--- src/rtl/temp_buf_pkg.sv ---
// Shared types and address packing for the temp buffer address generators (write and read side).
// Define AG_TEMP_IN_TRANSPOSE_EN to pack addresses as {col,row} instead of {row,col}.
package temp_buf_pkg;

    localparam int FEATURE_BITS = 4;

    typedef logic [FEATURE_BITS-1:0]   idx_t;
    typedef logic [2*FEATURE_BITS-1:0] addr_t;

    typedef enum logic [1:0] {
        IDLE  = 2'd0,
        WRITE = 2'd1,
        DONE  = 2'd2
    } ag_state_e;

    localparam idx_t IDX_ZERO = {FEATURE_BITS{1'b0}};
    localparam idx_t IDX_ONE  = {{(FEATURE_BITS-1){1'b0}}, 1'b1};

    // Transposed packing lets the read side walk W^T row-major with no reordering.
    function automatic addr_t make_addr(input idx_t row, input idx_t col);
`ifdef AG_TEMP_IN_TRANSPOSE_EN
        return {col, row};
`else
        return {row, col};
`endif
    endfunction

endpackage

--- src/rtl/ag_wrap_cnt.sv ---
// Single index counter: counts 0..limit and wraps to 0, flagging the wrapping increment.
module ag_wrap_cnt
    import temp_buf_pkg::*;
(
    input  logic                    sys_clk,
    input  logic                    reset,
    input  logic                    clr,
    input  logic                    inc,
    input  logic [FEATURE_BITS-1:0] limit,
    output logic [FEATURE_BITS-1:0] count,
    output logic                    wrap
);

    idx_t r_count;

    assign wrap  = inc && (r_count == limit);
    assign count = r_count;

    // Index register; clear takes priority over increment.
    always_ff @(posedge sys_clk) begin
        if (reset) begin
            r_count <= IDX_ZERO;
        end else if (clr) begin
            r_count <= IDX_ZERO;
        end else if (inc) begin
            if (wrap) begin
                r_count <= IDX_ZERO;
            end else begin
                r_count <= r_count + IDX_ONE;
            end
        end else begin
            r_count <= r_count;
        end
    end

endmodule

--- src/rtl/ag_temp_in.sv ---
// Write-side temp buffer address generator: one row-major address per drained array element.
// Define AG_TEMP_IN_TRANSPOSE_EN for {col,row} address packing.
module ag_temp_in
    import temp_buf_pkg::*;
(
    input  logic                      sys_clk,
    input  logic                      reset,
    input  logic                      start,
    input  logic [FEATURE_BITS-1:0]   rows_m1,
    input  logic [FEATURE_BITS-1:0]   cols_m1,
    input  logic                      in_valid,
    input  logic                      abort,
    output logic                      wr_en,
    output logic [2*FEATURE_BITS-1:0] address,
    output logic                      busy,
    output logic                      done,
    output logic                      err
);

    ag_state_e r_state;
    ag_state_e w_next_state;
    idx_t      r_rows_lat;
    idx_t      r_cols_lat;
    logic      r_err;
    idx_t      w_row;
    idx_t      w_col;
    logic      w_start_acc;
    logic      w_abort_acc;
    logic      w_accept;
    logic      w_clr;
    logic      w_col_wrap;
    logic      w_last;

    assign w_start_acc = (r_state == IDLE) && start;
    assign w_abort_acc = (r_state == WRITE) && abort;
    assign w_accept    = (r_state == WRITE) && in_valid && !abort;
    assign w_clr       = w_start_acc || w_abort_acc;

    ag_wrap_cnt u_col_cnt (
        .sys_clk (sys_clk),
        .reset   (reset),
        .clr     (w_clr),
        .inc     (w_accept),
        .limit   (r_cols_lat),
        .count   (w_col),
        .wrap    (w_col_wrap)
    );

    // Row wrap coincides with the last element, which also returns both indices to 0.
    ag_wrap_cnt u_row_cnt (
        .sys_clk (sys_clk),
        .reset   (reset),
        .clr     (w_clr),
        .inc     (w_col_wrap),
        .limit   (r_rows_lat),
        .count   (w_row),
        .wrap    (w_last)
    );

    // Next-state decode.
    always_comb begin
        w_next_state = r_state;
        case (r_state)
            IDLE: begin
                if (start) begin
                    w_next_state = WRITE;
                end else begin
                    w_next_state = IDLE;
                end
            end
            WRITE: begin
                if (abort) begin
                    w_next_state = IDLE;
                end else if (w_last) begin
                    w_next_state = DONE;
                end else begin
                    w_next_state = WRITE;
                end
            end
            DONE:    w_next_state = IDLE;
            default: w_next_state = IDLE;
        endcase
    end

    // State register, latched dimensions and sticky error flag.
    always_ff @(posedge sys_clk) begin
        if (reset) begin
            r_state    <= IDLE;
            r_rows_lat <= IDX_ZERO;
            r_cols_lat <= IDX_ZERO;
            r_err      <= 1'b0;
        end else begin
            r_state <= w_next_state;
            if (w_start_acc) begin
                r_rows_lat <= rows_m1;
                r_cols_lat <= cols_m1;
            end
            // A stray element is an error even if it arrives alongside start.
            if (in_valid && (r_state != WRITE)) begin
                r_err <= 1'b1;
            end else if (w_start_acc) begin
                r_err <= 1'b0;
            end
        end
    end

    assign wr_en   = w_accept;
    assign address = make_addr(w_row, w_col);
    assign busy    = (r_state == WRITE);
    assign done    = (r_state == DONE);
    assign err     = r_err;

endmodule

--- config.mk ---
export PLATFORM = sky130hd
export DESIGN_NAME = ag_temp_in
export DESIGN_NICKNAME = d
export VERILOG_FILES = /design/src/rtl/temp_buf_pkg.sv /design/src/rtl/ag_wrap_cnt.sv /design/src/rtl/ag_temp_in.sv
export SDC_FILE = /design/constraint.sdc
export NUM_CORES = 1
export LEC_CHECK = 0
export BUFFER_PORTS_ARGS = -buffer_cell sky130_fd_sc_hd__buf_2
export CAP_MARGIN = 40
export CORE_MARGIN = 2
export CORE_UTILIZATION = 39
export CTS_BUF_LIST = sky130_fd_sc_hd__clkbuf_4 sky130_fd_sc_hd__clkbuf_8
export CTS_CLUSTER_DIAMETER = 100
export DETAILED_ROUTE_END_ITERATION = 8
export PLACE_DENSITY = 0.63
export SETUP_SLACK_MARGIN = 0.4
export SLEW_MARGIN = 20
export SYNTH_ARGS = -nofsm -noshare
export SYNTH_HDL_FRONTEND = slang
export SYNTH_HIERARCHICAL = 1
export SYNTH_SLANG_ARGS = --single-unit
--- constraint.sdc ---
create_clock -name sys_clk -period 2.55 [get_ports sys_clk]
set_clock_uncertainty 0.1 [all_clocks]
set_input_delay 0.255 -clock sys_clk [delete_from_list [all_inputs] [get_ports sys_clk]]
set_output_delay 0.255 -clock sys_clk [all_outputs]
set_load 0.02 [all_outputs]
Word-level counts from Yosys, hierarchy flattened
Index checks and enable logic that the tools add are counted.
{ "word_totals": {"register_bits": 19} }
{ "op_classes": {"addsub": 2, "eq_ne": 5, "n_mux": 8, "n_reduce_logical": 12} }
{ "op_table": {"columns": ["operator", "count"], "rows": [
  ["4-bit by 1-bit adder with 4-bit output, second input constant", 2],
  ["4-bit == test", 2],
  ["4-bit two-way mux", 2],
  ["1-bit logical AND", 7],
  ["2-bit two-way mux", 2],
  ["2-bit one-hot mux with 2 select lines", 1],
  ["1-bit two-way mux", 3],
  ["2-bit by 1-bit == test with 1-bit output, second input constant", 1],
  ["2-bit == test, second input constant", 1],
  ["2-bit logical NOT", 1],
  ["2-bit by 1-bit != test with 1-bit output, second input constant", 1],
  ["2-bit nonzero test", 1],
  ["2-bit OR reduction", 1],
  ["1-bit logical NOT", 1],
  ["1-bit logical OR", 1]
]} }

Depth between registers and ports, before layout
Gate-level depths: netlist of the first run.
{ "logic_depth": {"word_depth": 8, "depth_mapped": 7, "ltp_nobuf": 7} }

Hierarchy
The synthesis of the first run kept the hierarchy.
{ "modules_own_cells": {"columns": ["mod", "n_inst", "cells_each", "area_per_inst_um2", "seq_area_each_um2"], "rows": [
  ["ag_wrap_cnt", 2, 24, 246.5, 80.1],
  ["ag_temp_in", 1, 52, 436.7, 220.2]
]} }

Worst setup path after synthesis of the first run
OpenSTA, ideal clock, no wires.
{ "synth_timing": {"path_kind": "flip-flop to flip-flop", "startpoint": "register r_state[0]", "endpoint": "register r_state[0]", "setup_time_ns": 0.133, "arrival_time_ns": 2.819, "slack_ns": -0.502, "stages_incl_launch_ff": 8, "n_path_buf": 0, "path_cell_list": "dfxtp_1 -> nor4bb_1 -> and4_4 -> and2_2 -> and4_4 -> and2_2 -> or3b_1 -> a211oi_2"} }
{ "synth_between": {"elab_chain_len": 8} }
{ "synth_lines": {"columns": ["element", "line_no", "rtl"], "rows": [
  ["start, declared", "ag_temp_in.sv:20", "ag_state_e r_state;"],
  ["start signal, assigned", "ag_temp_in.sv:93", "r_state <= w_next_state;"],
  ["2-bit by 1-bit == test with 1-bit output", "ag_temp_in.sv:36", "assign w_accept = (r_state == WRITE) && in_valid && !abort;"],
  ["1-bit logical AND (2 in series)", "ag_temp_in.sv:36", null],
  ["net wr_en", "ag_temp_in.sv:13", "output logic wr_en,"],
  ["1-bit logical AND", "ag_wrap_cnt.sv:16", "assign wrap = inc && (r_count == limit);"],
  ["net w_col_wrap", "ag_temp_in.sv:31", "logic w_col_wrap;"],
  ["1-bit logical AND", "ag_wrap_cnt.sv:16", null],
  ["net w_last", "ag_temp_in.sv:32", "logic w_last;"],
  ["2-bit two-way mux", "ag_temp_in.sv:74", "end else if (w_last) begin"],
  ["2-bit two-way mux", "ag_temp_in.sv:72", "if (abort) begin"],
  ["2-bit one-hot mux with 2 select lines", "ag_temp_in.sv:63", "case (r_state)"]
]} }
The timed path passes the listed nets, and every way through them passes these cells.
A chain may end at the register's enable or synchronous reset.

Final worst setup path of the first run
{ "layout_timing": {"startpoint": "register r_state[0]", "endpoint": "register r_state[0]"} }
{ "layout_between": {"elab_chain_len": 8} }
{ "layout_lines": {"columns": ["element", "line_no"], "rows": [
  ["2-bit by 1-bit == test with 1-bit output", "ag_temp_in.sv:36"],
  ["1-bit logical AND (2 in series)", "ag_temp_in.sv:36"],
  ["1-bit logical AND", "ag_wrap_cnt.sv:16"],
  ["net w_col_wrap", "ag_temp_in.sv:31"],
  ["1-bit logical AND", "ag_wrap_cnt.sv:16"],
  ["net w_last", "ag_temp_in.sv:32"],
  ["2-bit two-way mux", "ag_temp_in.sv:74"],
  ["2-bit two-way mux", "ag_temp_in.sv:72"],
  ["2-bit one-hot mux with 2 select lines", "ag_temp_in.sv:63"]
]} }
The timed path passes the listed nets, and every way through them passes these cells.

==> key figures, run 1 <==
Outcome
  • Outcome: completed

Worst hold path
  • Hold Crit Class: primary input to flop

Clocking
  • Clk pin slew, worst setup/hold paths: 0.11 ns
  • Hold_buf cts: 0
  • CTS tree: built
  • Clk sinks: 19
  • Clock buffer count from CTS: 3
  • Clk Latency, worst-skew pair: 0.29 ns
  • CTS H-tree lvls: 1
  • Clock tree buffer depth: 2
  • Post_cts resized: 0
  • # Post-CTS Setup Buffers: 0
  • Clk root buf: clkbuf_4

Job
  • MaxCap Viol Count: 0

Logic synthesis
  • Post-synthesis cell area: 929.6 µm²
  • YS warnings: 6
  • Post-synth EDFFs: 0
  • Adder-cell share of the synthesized area: 0.02692
  • Mapped Cells: 100
  • Mux share of post-synthesis cell area: 0.02153
  • Sequential fraction of the synthesis area: 0.4092
  • Post-synthesis cell type count: 27
  • Combinational family with the most area after synthesis: simple AND/OR/NAND/NOR gates
  • Share of the synthesized area in the top cell type: 0.4092
  • Seq cells post-synth: 19
  • Yosys top cell by area: dfxtp_1
  • Compound-Gate Fraction of Synth Area: 0.1346
  • Syn_nets: 115
  • Top_reg_cell synth: dfxtp_1
  • Avg Inst Size Synth: 9.296 µm²
  • Simple-gate area share of the yosys netlist: 0.2624
  • Post-Synth XOR/XNOR Area: 0.1319
  • Ys async rst share: 0
  • Synth area leaders: dfxtp_1 41%, xnor2_1 9.4%, nand2_1 7.7%, a21oi_1 5.4%, a211oi_1 4.8%

Floorplanning
  • Die Wd: 52.83 µm
  • Die ar.: 2790 µm²
  • # IOs: 25
  • CORE AREA: 2233 µm²
  • Row count: 17
  • Die Y: 52.83 µm
  • Initial Util: 0.4162

Final layout
  • NumNets Final: 143
  • ANT cells: 0
  • Most frequent cells in the layout: 24 x buf_2, 19 x nand2_1, 18 x dfxtp_1
  • Layout fillers: 230
  • Area Overhead vs Synth: 22.48%
  • Fin util: 0.5098
  • Share of layout cells above drive strength 1: 0.3150
  • Commonest non-fill, non-tap cell in the layout: buf_2

Pwr
  • Clock power share: 0.276
  • Gate power share: 0.136
  • VDD IR max: 0.3179 mV
  • Static Leak: 0.4450 nW
  • Part of the power in registers: 0.588
  • Power per Cell Area: 471.8 nW/µm²
  • Internal power: 0.0003982 W
  • Net Sw Frac: 0.2588
  • Net Sw Power: 0.0001390 W
  • Overall Power: 0.0005372 W

Setup path
  • Crit path required time: 2.64 ns
  • Critical path type: flop to flop
  • Crit start category: flop
  • Crit. End Element: flop
  • Critical Path AT: 2.06 ns
  • Critical path peak fanout: 8

Routing
  • Antenna-violating nets left: 0
  • Wire per inst: 12.75 µm
  • 1st-iter DRT viols: 6
  • Final wirelength: 1976 µm
  • DRC: 0
  • DR vias: 791
  • 1st-pass router iterations: 4
  • Avg Vias per Cell: 5.103

Place
  • Port bufs: 24
  • RePlAce Congestion: 0.7718
  • Post-DP HPWL: 1445 µm

Timing
  • Final setup vio count: 0
  • Hold_ws: 0.08669 ns
  • RSZ-0062 raised after global routing: no
  • Setup TNS: 0 ns
  • Period Utilization, post-route: 0.7742
  • FMAX: 506.6 MHz
  • Post-route minimum period: 1.974 ns
  • Final Max Tran Viols: 0
  • Slew margin rel.: 0.6179
  • Worst Max-Slew Pin Slew: 0.5707 ns
  • Endpoints failing hold: 0

Global route
  • Initial antenna violation count: 0
  • Global-route wire length before repair: 3284 µm
  • Total track usage: 0.1612
  • Grt total ovfl: 0
  • Vias in the first global route: 788
  • Largest net degree at the start of global routing: 14
metal layers:
layer / wire [µm] / up-vias / part of all wire / GRT usage
li1: - / 410 / - / -
met1: 950 / 359 / 0.48 / 0.1948
met4: 14 / 0 / 0.0071 / 0.08120
met5: 0 / - / 0 / 0
met3: 60 / 2 / 0.030 / 0.01714
met2: 950 / 20 / 0.48 / 0.2792
metrics by stage:
| stage | cell area (µm²) | instances | worst slack, ns |
|---|---|---|---|
| after floorplan | 957.2 | 100 | 0.3311 |
| after global placement | 1111 | 151 | 0.6244 |
| after detailed placement | 1111 | 151 | 0.5708 |
| after CTS | 1139 | 155 | 0.5671 |
| after global routing | 1139 | 155 | 0.4335 |
| final | 1139 | 155 | 0.5759 |
cell families after synthesis:
logic type,after synthesis
simple gates,41
fa+ha+maj,2
compound gates,19
flops,19
xor+xnor,14
mux,2
buf+inv,3
registers in the layout (all words and copies together), names as in the netlist:
register	count
err	1
r_cols_lat	4
r_rows_lat	4
r_state	2
u_col_cnt/count	4
u_row_cnt/count	4
cells in the mapped netlist (all sizes together), types with 2 or more instances:
cell and instances:
dfxtp 19, nand2 19, a21oi 10, xnor2 10, a211oi 7, xor2 4, a311oi 2, and2 2
and4 2, ha 2, mux2i 2, nand2b 2, nand3b 2, nand4 2, nand4b 2, or2 2
or3b 2
worst max-delay path, cell delays in order (launching register included):
cell and delay (ns):
dfxtp_1 0.46, nor4bb_4 0.27, and4_4 0.29, and2_4 0.19
and4_4 0.25, and2_4 0.14, or3b_1 0.11, a211oi_2 0.06
cell type report:
cell class	count	area, µm²	share of cell area
well taps	28	35.03	0.03077
clock buffers	3	22.52	0.01978
clock inverters	1	5.005	0.004396
multi-input cells	78	560.5	0.4923
repair buffers	25	127.6	0.1121
inverters	1	3.754	0.003297
flip-flops and latches	19	384.1	0.3374
power groups by stage:
stage	Combinational (W)	Sequential, W	Clock, W
after global routing	0.0000819	0.000318	0.000171
after CTS	0.0000732	0.000316	0.000158
after global placement	0.0000718	0.000322	0
final	0.0000729	0.000316	0.000148
after detailed placement	0.0000728	0.000323	0
after floorplan	0.0000474	0.000323	0
path summary, 6_finish.rpt:
path	startpoint	to	slack, ns	depth (start not counted)
min reg2reg	r_cols_lat[3]$_SDFFE_PP0P_	r_cols_lat[3]$_SDFFE_PP0P_	0.38	2
max	r_state[0]$_SDFF_PP0_	r_state[0]$_SDFF_PP0_	0.58	7
min	cols_m1[0]	r_cols_lat[0]$_SDFFE_PP0P_	0.09	3
max reg2reg	r_state[0]$_SDFF_PP0_	r_state[0]$_SDFF_PP0_	0.58	7
(Power assumes the default switching activity.)
==> run 2: changes to the inputs <==
--- a/config.mk
+++ b/config.mk
@@ -12,7 +12,7 @@
 export CTS_BUF_LIST = sky130_fd_sc_hd__clkbuf_4 sky130_fd_sc_hd__clkbuf_8
 export CTS_CLUSTER_DIAMETER = 100
 export DETAILED_ROUTE_END_ITERATION = 8
-export PLACE_DENSITY = 0.63
+export PLACE_DENSITY = 0.6
 export SETUP_SLACK_MARGIN = 0.4
 export SLEW_MARGIN = 20
 export SYNTH_ARGS = -nofsm -noshare
==> constraint.sdc (replaced) <==
create_clock -name sys_clk -period 2.1 [get_ports sys_clk]
set_clock_uncertainty 0.1 [all_clocks]
set_input_delay 0.21 -clock sys_clk [delete_from_list [all_inputs] [get_ports sys_clk]]
set_output_delay 0.21 -clock sys_clk [all_outputs]
set_load 0.02 [all_outputs]
==> key figures, run 2 (same netlist as run 1, synthesis figures left out) <==
Outcome
  • Outcome: completed

Setup path
  • Critical path type: flop to flop
  • Reg-to-reg critical path endpoint: r_state[0]$_SDFF_PP0_
  • Critical path peak fanout: 3 (-5)
  • Crit path required time: 2.21 ns (-0.43 ns)
  • Crit start category: flop
  • Crit. End Element: flop
  • Worst r2r src: r_state[0]$_SDFF_PP0_
  • CP startpoint: r_state[0]$_SDFF_PP0_
  • Reg-to-reg setup timing slack: 0.24 ns (-0.33 ns)
  • Crit path capture: r_state[0]$_SDFF_PP0_
  • Critical Path AT: 1.97 ns (-0.09 ns)
  • Worst R2R Path Depth: 7 (unchanged)

Final layout
  • Area Overhead vs Synth: 32.84%
  • Share of layout cells above drive strength 1: 0.4118 (+0.09680)
  • Commonest non-fill, non-tap cell in the layout: buf_2
  • Most frequent cells in the layout: 24 x buf_2, 18 x nand2_1, 14 x dfxtp_1
  • ANT cells: 0 (unchanged)
  • Layout fillers: 211 (-8.3%)
  • NumNets Final: 152 (+6.3%)
  • Post-route insts no fill: 164 (+5.8%)

Place
  • RePlAce Congestion: 0.7444 (-3.6%)
  • Post-DP HPWL: 1431 µm (-0.98%)
  • Port bufs: 24 (unchanged)
  • DP Cell Count: 151 (unchanged)

Pwr
  • Internal power: 0.0005034 W (+26%)
  • VDD IR max: 0.3411 mV (+7.3%)
  • Net Sw Power: 0.0001655 W (+19%)
  • Part of the power in registers: 0.568 (-0.020)
  • Static Leak: 0.4995 nW (+12%)
  • Net Sw Frac: 0.2474 (-0.01142)
  • Clock power share: 0.284 (+0.008)
  • Gate power share: 0.148 (+0.012)
  • Power per Cell Area: 541.7 nW/µm² (+15%)

Clocking
  • Clk sinks: 19 (unchanged)
  • Clock tree buffer depth: 2 (unchanged)
  • Clk pin slew, worst setup/hold paths: 0.10 ns (about the same)
  • Clock buffer count from CTS: 3 (unchanged)
  • CTS tree: built
  • Clk root buf: clkbuf_4
  • CTS H-tree lvls: 1 (unchanged)
  • Clk Latency, worst-skew pair: 0.29 ns (about the same)

Global route
  • Global-route wire length before repair: 3484 µm (+6.1%)
  • Vias in the first global route: 836 (+6.1%)
  • Grt total ovfl: 0 (unchanged)
  • Total track usage: 0.1738 (+0.01262)
  • Largest net degree at the start of global routing: 14 (unchanged)
  • Initial antenna violation count: 0 (unchanged)

Floorplanning
  • CORE AREA: 2233 µm² (unchanged)
  • # IOs: 25 (unchanged)
  • Die ar.: 2790 µm² (unchanged)
  • Initial Util: 0.4162 (unchanged)
  • Row count: 17 (unchanged)
  • Die Y: 52.83 µm (unchanged)
  • Die Wd: 52.83 µm (unchanged)

Routing
  • Final wirelength: 2096 µm (+6.1%)
  • Met1 Wirelength: 958 µm (+0.84%)
  • Wire per inst: 12.78 µm (+0.25%)
  • 1st-pass router iterations: 4 (unchanged)
  • DRC: 0 (unchanged)
  • DR vias: 845 (+6.8%)
  • 1st-iter DRT viols: 5 (-1)
  • DR top layer: met4
  • Met2 Wirelength: 1002 µm (+5.5%)
  • Avg Vias per Cell: 5.152 (+0.96%)
  • Met3 WL post-DR: 97 µm (+62%)
  • Antenna-violating nets left: 0 (unchanged)

Timing
  • RSZ-0062 raised after global routing: yes
  • Worst Max-Slew Pin Slew: 0.6160 ns (+0.04525 ns)
  • Slew margin rel.: 0.5876 (-0.03030)
  • Hold_ws: 0.04439 ns (-0.04230 ns)
  • Post-route minimum period: 1.858 ns (-0.1161 ns)
  • FMAX: 538.2 MHz (+6.2%)
  • Final setup vio count: 0 (unchanged)
  • Period Utilization, post-route: 0.8848 (+0.1106)
  • Setup TNS: 0 ns (unchanged)
  • Endpoints failing hold: 0 (unchanged)
  • Final Max Tran Viols: 0 (unchanged)

Job
  • MaxCap Viol Count: 0 (unchanged)

Worst hold path
  • Hold Crit Class: primary input to flop
run 2: cell count changes in the layout (fill, tap and decap cells not counted), moves of 2 or more:
cell	before	now
a211oi_1	6	4
a211oi_2	1	3
buf_4	1	9
dfxtp_1	18	14
dfxtp_2	0	2
dfxtp_4	1	3
run 2: repair_timing:
action / CTS / global route
hold endpoints to repair: 0 / 0
endpoints found under the setup margin: 7 / 6
buffers inserted: 8 / 1
pin swaps: 3 / 2
resized for setup: 6 / 4
hold buffers: 0 / 0
run 2: metal layers:
metal	up-vias	global-route usage
met5	-	0
met4	0	0.08974
met3	6	0.03143
met2	22	0.2896
met1	387	0.2113
li1	430	-
run 2: worst min path at each step:
| stage | startpoint | to | slack, ns | depth (start not counted) |
|---|---|---|---|---|
| 6_report | cols_m1[0] | r_cols_lat[0]$_SDFFE_PP0P_ | 0.04 | 3 |
| 5_1_grt | cols_m1[3] | r_cols_lat[3]$_SDFFE_PP0P_ | 0.04 | 3 |
| 4_1_cts | cols_m1[0] | r_cols_lat[0]$_SDFFE_PP0P_ | 0.03 | 3 |
| 3_5_place_dp | cols_m1[0] | r_cols_lat[0]$_SDFFE_PP0P_ | 0.36 | 3 |
| 3_3_place_gp | cols_m1[0] | r_cols_lat[0]$_SDFFE_PP0P_ | 0.35 | 3 |
| 2_1_floorplan | abort | r_state[1]$_SDFF_PP0_ | 0.17 | 1 |
run 2: cell type report:
class | count | area, µm² | share of cell area
multi-input cells | 78 | 573.1 | 0.4640
flip-flops and latches | 19 | 394.1 | 0.3192
repair buffers | 34 | 198.9 | 0.1611
well taps | 28 | 35.03 | 0.02837
clock buffers | 4 | 30.03 | 0.02432
inverters | 1 | 3.754 | 0.003040
run 2: stage by stage:
| stage | instance area [µm²] | util | power, W | setup slack (ns) |
|---|---|---|---|---|
| global route | 1235 | 0.5529 | 0.0007145 | 0.1863 |
| floorplan | 957.2 | - | 0.0004499 | -0.1189 |
| CTS | 1215 | 0.5440 | 0.0006802 | 0.2419 |
| finish | 1235 | 0.5529 | 0.0006689 | 0.2420 |
| detailed placement | 1111 | 0.4975 | 0.0004798 | 0.1571 |
| global placement | 1111 | 0.4975 | 0.0004792 | 0.1910 |
run 2: power groups by stage:
stage / clock network, W / registers (W) / logic (W)
after global placement: 0 / 0.000391 / 0.0000879
after floorplan: 0 / 0.000392 / 0.0000575
final: 0.000190 / 0.000380 / 0.0000987
after global routing: 0.000222 / 0.000383 / 0.000110
after CTS: 0.000203 / 0.000381 / 0.0000971
after detailed placement: 0 / 0.000392 / 0.0000880
run 2: worst max-delay path, stage by stage, from the launching register on:
cell	delay (ns)
dfxtp_4	0.36
nor4bb_4	0.15
and4_4	0.18
and2_4	0.16
and4_4	0.15
and2_4	0.15
or3b_1	0.38
a211oi_2	0.16
==> run 3: changes to the inputs <==
==> constraint.sdc (replaced) <==
create_clock -name sys_clk -period 2.1 [get_ports sys_clk]
set_clock_uncertainty 0.1 [all_clocks]
set_input_delay 0 -clock sys_clk [delete_from_list [all_inputs] [get_ports sys_clk]]
set_output_delay 0 -clock sys_clk [all_outputs]
set_load 0.02 [all_outputs]
==> key figures, run 3 (same netlist as run 1, synthesis figures left out) <==
Worst hold path
  • HP Start: abort
  • Min-Delay Endpoint: u_col_cnt/count[0]$_SDFFE_PP0P_
  • Hold Crit Class: primary input to flop
  • Worst hold path stage count: 5 (+2)

Final layout
  • Layout fillers: 196 (-7.1%)
  • Multi-input logic area: 581.8 µm² (+1.5%)
  • FF+latch area: 394.1 µm² (unchanged)
  • Area Overhead vs Synth: 45.49%
  • Share of layout cells above drive strength 1: 0.3741 (-0.03762)
  • NumNets Final: 163 (+7.2%)
  • Commonest non-fill, non-tap cell in the layout: buf_2
  • Most frequent cells in the layout: 24 x buf_2, 18 x nand2_1, 14 x dfxtp_1
  • Final instance area: 1353 µm² (+9.5%)
  • ANT cells: 0 (unchanged)

Routing
  • Antenna-violating nets left: 0 (unchanged)
  • Final wirelength: 2182 µm (+4.1%)
  • 1st-iter DRT viols: 8 (+3)
  • DRC: 0 (unchanged)
  • Wire per inst: 12.47 µm (-2.4%)
  • DR vias: 860 (+1.8%)
  • Avg Vias per Cell: 4.914 (-4.6%)
  • 1st-pass router iterations: 5 (+1)

Pwr
  • VDD IR max: 0.3991 mV (+17%)
  • Power per Cell Area: 509.6 nW/µm² (-5.9%)
  • Static Leak: 0.5484 nW (+9.8%)

Clocking
  • Clk root buf: clkbuf_4
  • Clk sinks: 19 (unchanged)
  • CTS H-tree lvls: 1 (unchanged)
  • Clk Latency, worst-skew pair: 0.29 ns (about the same)
  • Clk pin slew, worst setup/hold paths: 0.11 ns (about the same)
  • Clock tree buffer depth: 2 (unchanged)
  • CTS tree: built
  • Clock buffer count from CTS: 3 (unchanged)

Setup path
  • Crit start category: flop
  • Critical path peak fanout: 3 (unchanged)
  • Crit path required time: 2.21 ns (about the same)
  • Reg-to-reg critical path endpoint: r_state[0]$_SDFF_PP0_
  • Worst R2R Path Depth: 7 (unchanged)
  • Crit. End Element: flop
  • Reg-to-reg setup timing slack: 0.25 ns (about the same)
  • Critical Path AT: 1.96 ns (about the same)
  • Worst r2r src: r_state[0]$_SDFF_PP0_
  • Critical path type: flop to flop

Job
  • MaxCap Viol Count: 0 (unchanged)

Floorplanning
  • Die Y: 52.83 µm (unchanged)
  • CORE AREA: 2233 µm² (unchanged)
  • Row count: 17 (unchanged)
  • Die ar.: 2790 µm² (unchanged)
  • Initial Util: 0.4162 (unchanged)
  • # IOs: 25 (unchanged)
  • Die Wd: 52.83 µm (unchanged)

Timing
  • RSZ-0062 raised after global routing: yes
  • Post-route minimum period: 1.850 ns (-0.008094 ns)
  • Final Max Tran Viols: 0 (unchanged)
  • Worst Max-Slew Pin Slew: 0.6053 ns (-0.01067 ns)
  • Hold_ws: 0.2140 ns (+0.1696 ns)
  • Slew margin rel.: 0.5947 (+0.007141)
  • Final worst slack: 0.2501 ns (+0.008094 ns)
  • Period Utilization, post-route: 0.8809 (-0.003854)
  • FMAX: 540.6 MHz (+0.44%)
  • Endpoints failing hold: 0 (unchanged)
  • Final setup vio count: 0 (unchanged)

Place
  • Post-DP HPWL: 1462 µm (+2.1%)
  • RePlAce Congestion: 0.7651 (+2.8%)
  • Setup WS pre-CTS: 0.1644 ns (+0.007250 ns)
  • Port bufs: 24 (unchanged)
  • Post-Place Cell Area: 1111 µm² (unchanged)

Global route
  • Largest net degree at the start of global routing: 14 (unchanged)
  • Initial antenna violation count: 0 (unchanged)
  • Vias in the first global route: 810 (-3.1%)
  • Global-route wire length before repair: 3574 µm (+2.6%)
  • Grt total ovfl: 0 (unchanged)
  • Total track usage: 0.1753 (+0.001478)

Outcome
  • Outcome: completed
run 3: cell types whose count changed in the layout (fill, tap and decap cells not counted), sizes merged:
cell,change
dlygate4sd3,+12
buf,-1
run 3: power breakdown:
group | internal, W | leakage, nW | total (W) | switching [W]
clock | 0.0000866 | 0.0184 | 0.000193 | 0.000106
combinational | 0.0000600 | 0.372 | 0.000116 | 0.0000562
sequential | 0.000370 | 0.158 | 0.000380 | 0.00000999
total | 0.000517 | 0.548 | 0.000689 | 0.000172
run 3: cell type report:
class / instances / share of cell area
Sequential cell: 19 / 0.2914
Inverter: 1 / 0.002775
Timing Repair Buffer: 45 / 0.2276
Clock buffer: 4 / 0.02220
Multi-Input combinational cell: 78 / 0.4302
Tap cell: 28 / 0.02590
run 3: worst max path at each step:
stage	cells after the start	slack (ns)	end	start
final	7	0.25	r_state[0]$_SDFF_PP0_	r_state[0]$_SDFF_PP0_
after global routing	7	0.21	r_state[0]$_SDFF_PP0_	r_state[0]$_SDFF_PP0_
after CTS	7	0.27	r_state[0]$_SDFF_PP0_	r_state[0]$_SDFF_PP0_
after detailed placement	7	0.16	r_state[0]$_SDFF_PP0_	r_state[0]$_SDFF_PP0_
after global placement	7	0.19	r_state[0]$_SDFF_PP0_	r_state[0]$_SDFF_PP0_
after floorplan	7	-0.12	r_state[0]$_SDFF_PP0_	r_state[1]$_SDFF_PP0_
run 3: layer usage:
layer / vias up / track usage / wire length, µm
li1: 451 / - / -
met1: 390 / 0.2242 / 1021
met2: 17 / 0.2917 / 1058
met3: 2 / 0.04000 / 88
met4: 0 / 0.05128 / 13
met5: - / 0 / 0
run 3: what timing repair did:
| item | 4_1_cts | 5_1_grt |
|---|---|---|
| endpoints found under the setup margin | 6 | 6 |
| pin swaps | 2 | 0 |
| endpoints found under the hold margin | 11 | 1 |
| hold buffers | 11 | 1 |
| gates resized for setup | 5 | 5 |
| setup buffers | 5 | 3 |
| cloned | 0 | 0 |
run 3: critical path, stage by stage, from the launching register on:
cell	delay (ns)
dfxtp_4	0.36
nor4bb_4	0.15
and4_4	0.18
and2_4	0.16
and4_4	0.14
and2_4	0.15
or3b_1	0.36
a211oi_2	0.17
run 3: stage by stage:
| stage | setup TNS (ns) | utilization | power (W) | cells |
|---|---|---|---|---|
| after floorplan | -0.1965 | - | 0.0004499 | 100 |
| after global placement | 0 | 0.4975 | 0.0004789 | 151 |
| after detailed placement | 0 | 0.4975 | 0.0004805 | 151 |
| after CTS | 0 | 0.5810 | 0.0006972 | 171 |
| after global routing | 0 | 0.6056 | 0.0007313 | 175 |
| final | 0 | 0.6056 | 0.0006893 | 175 |
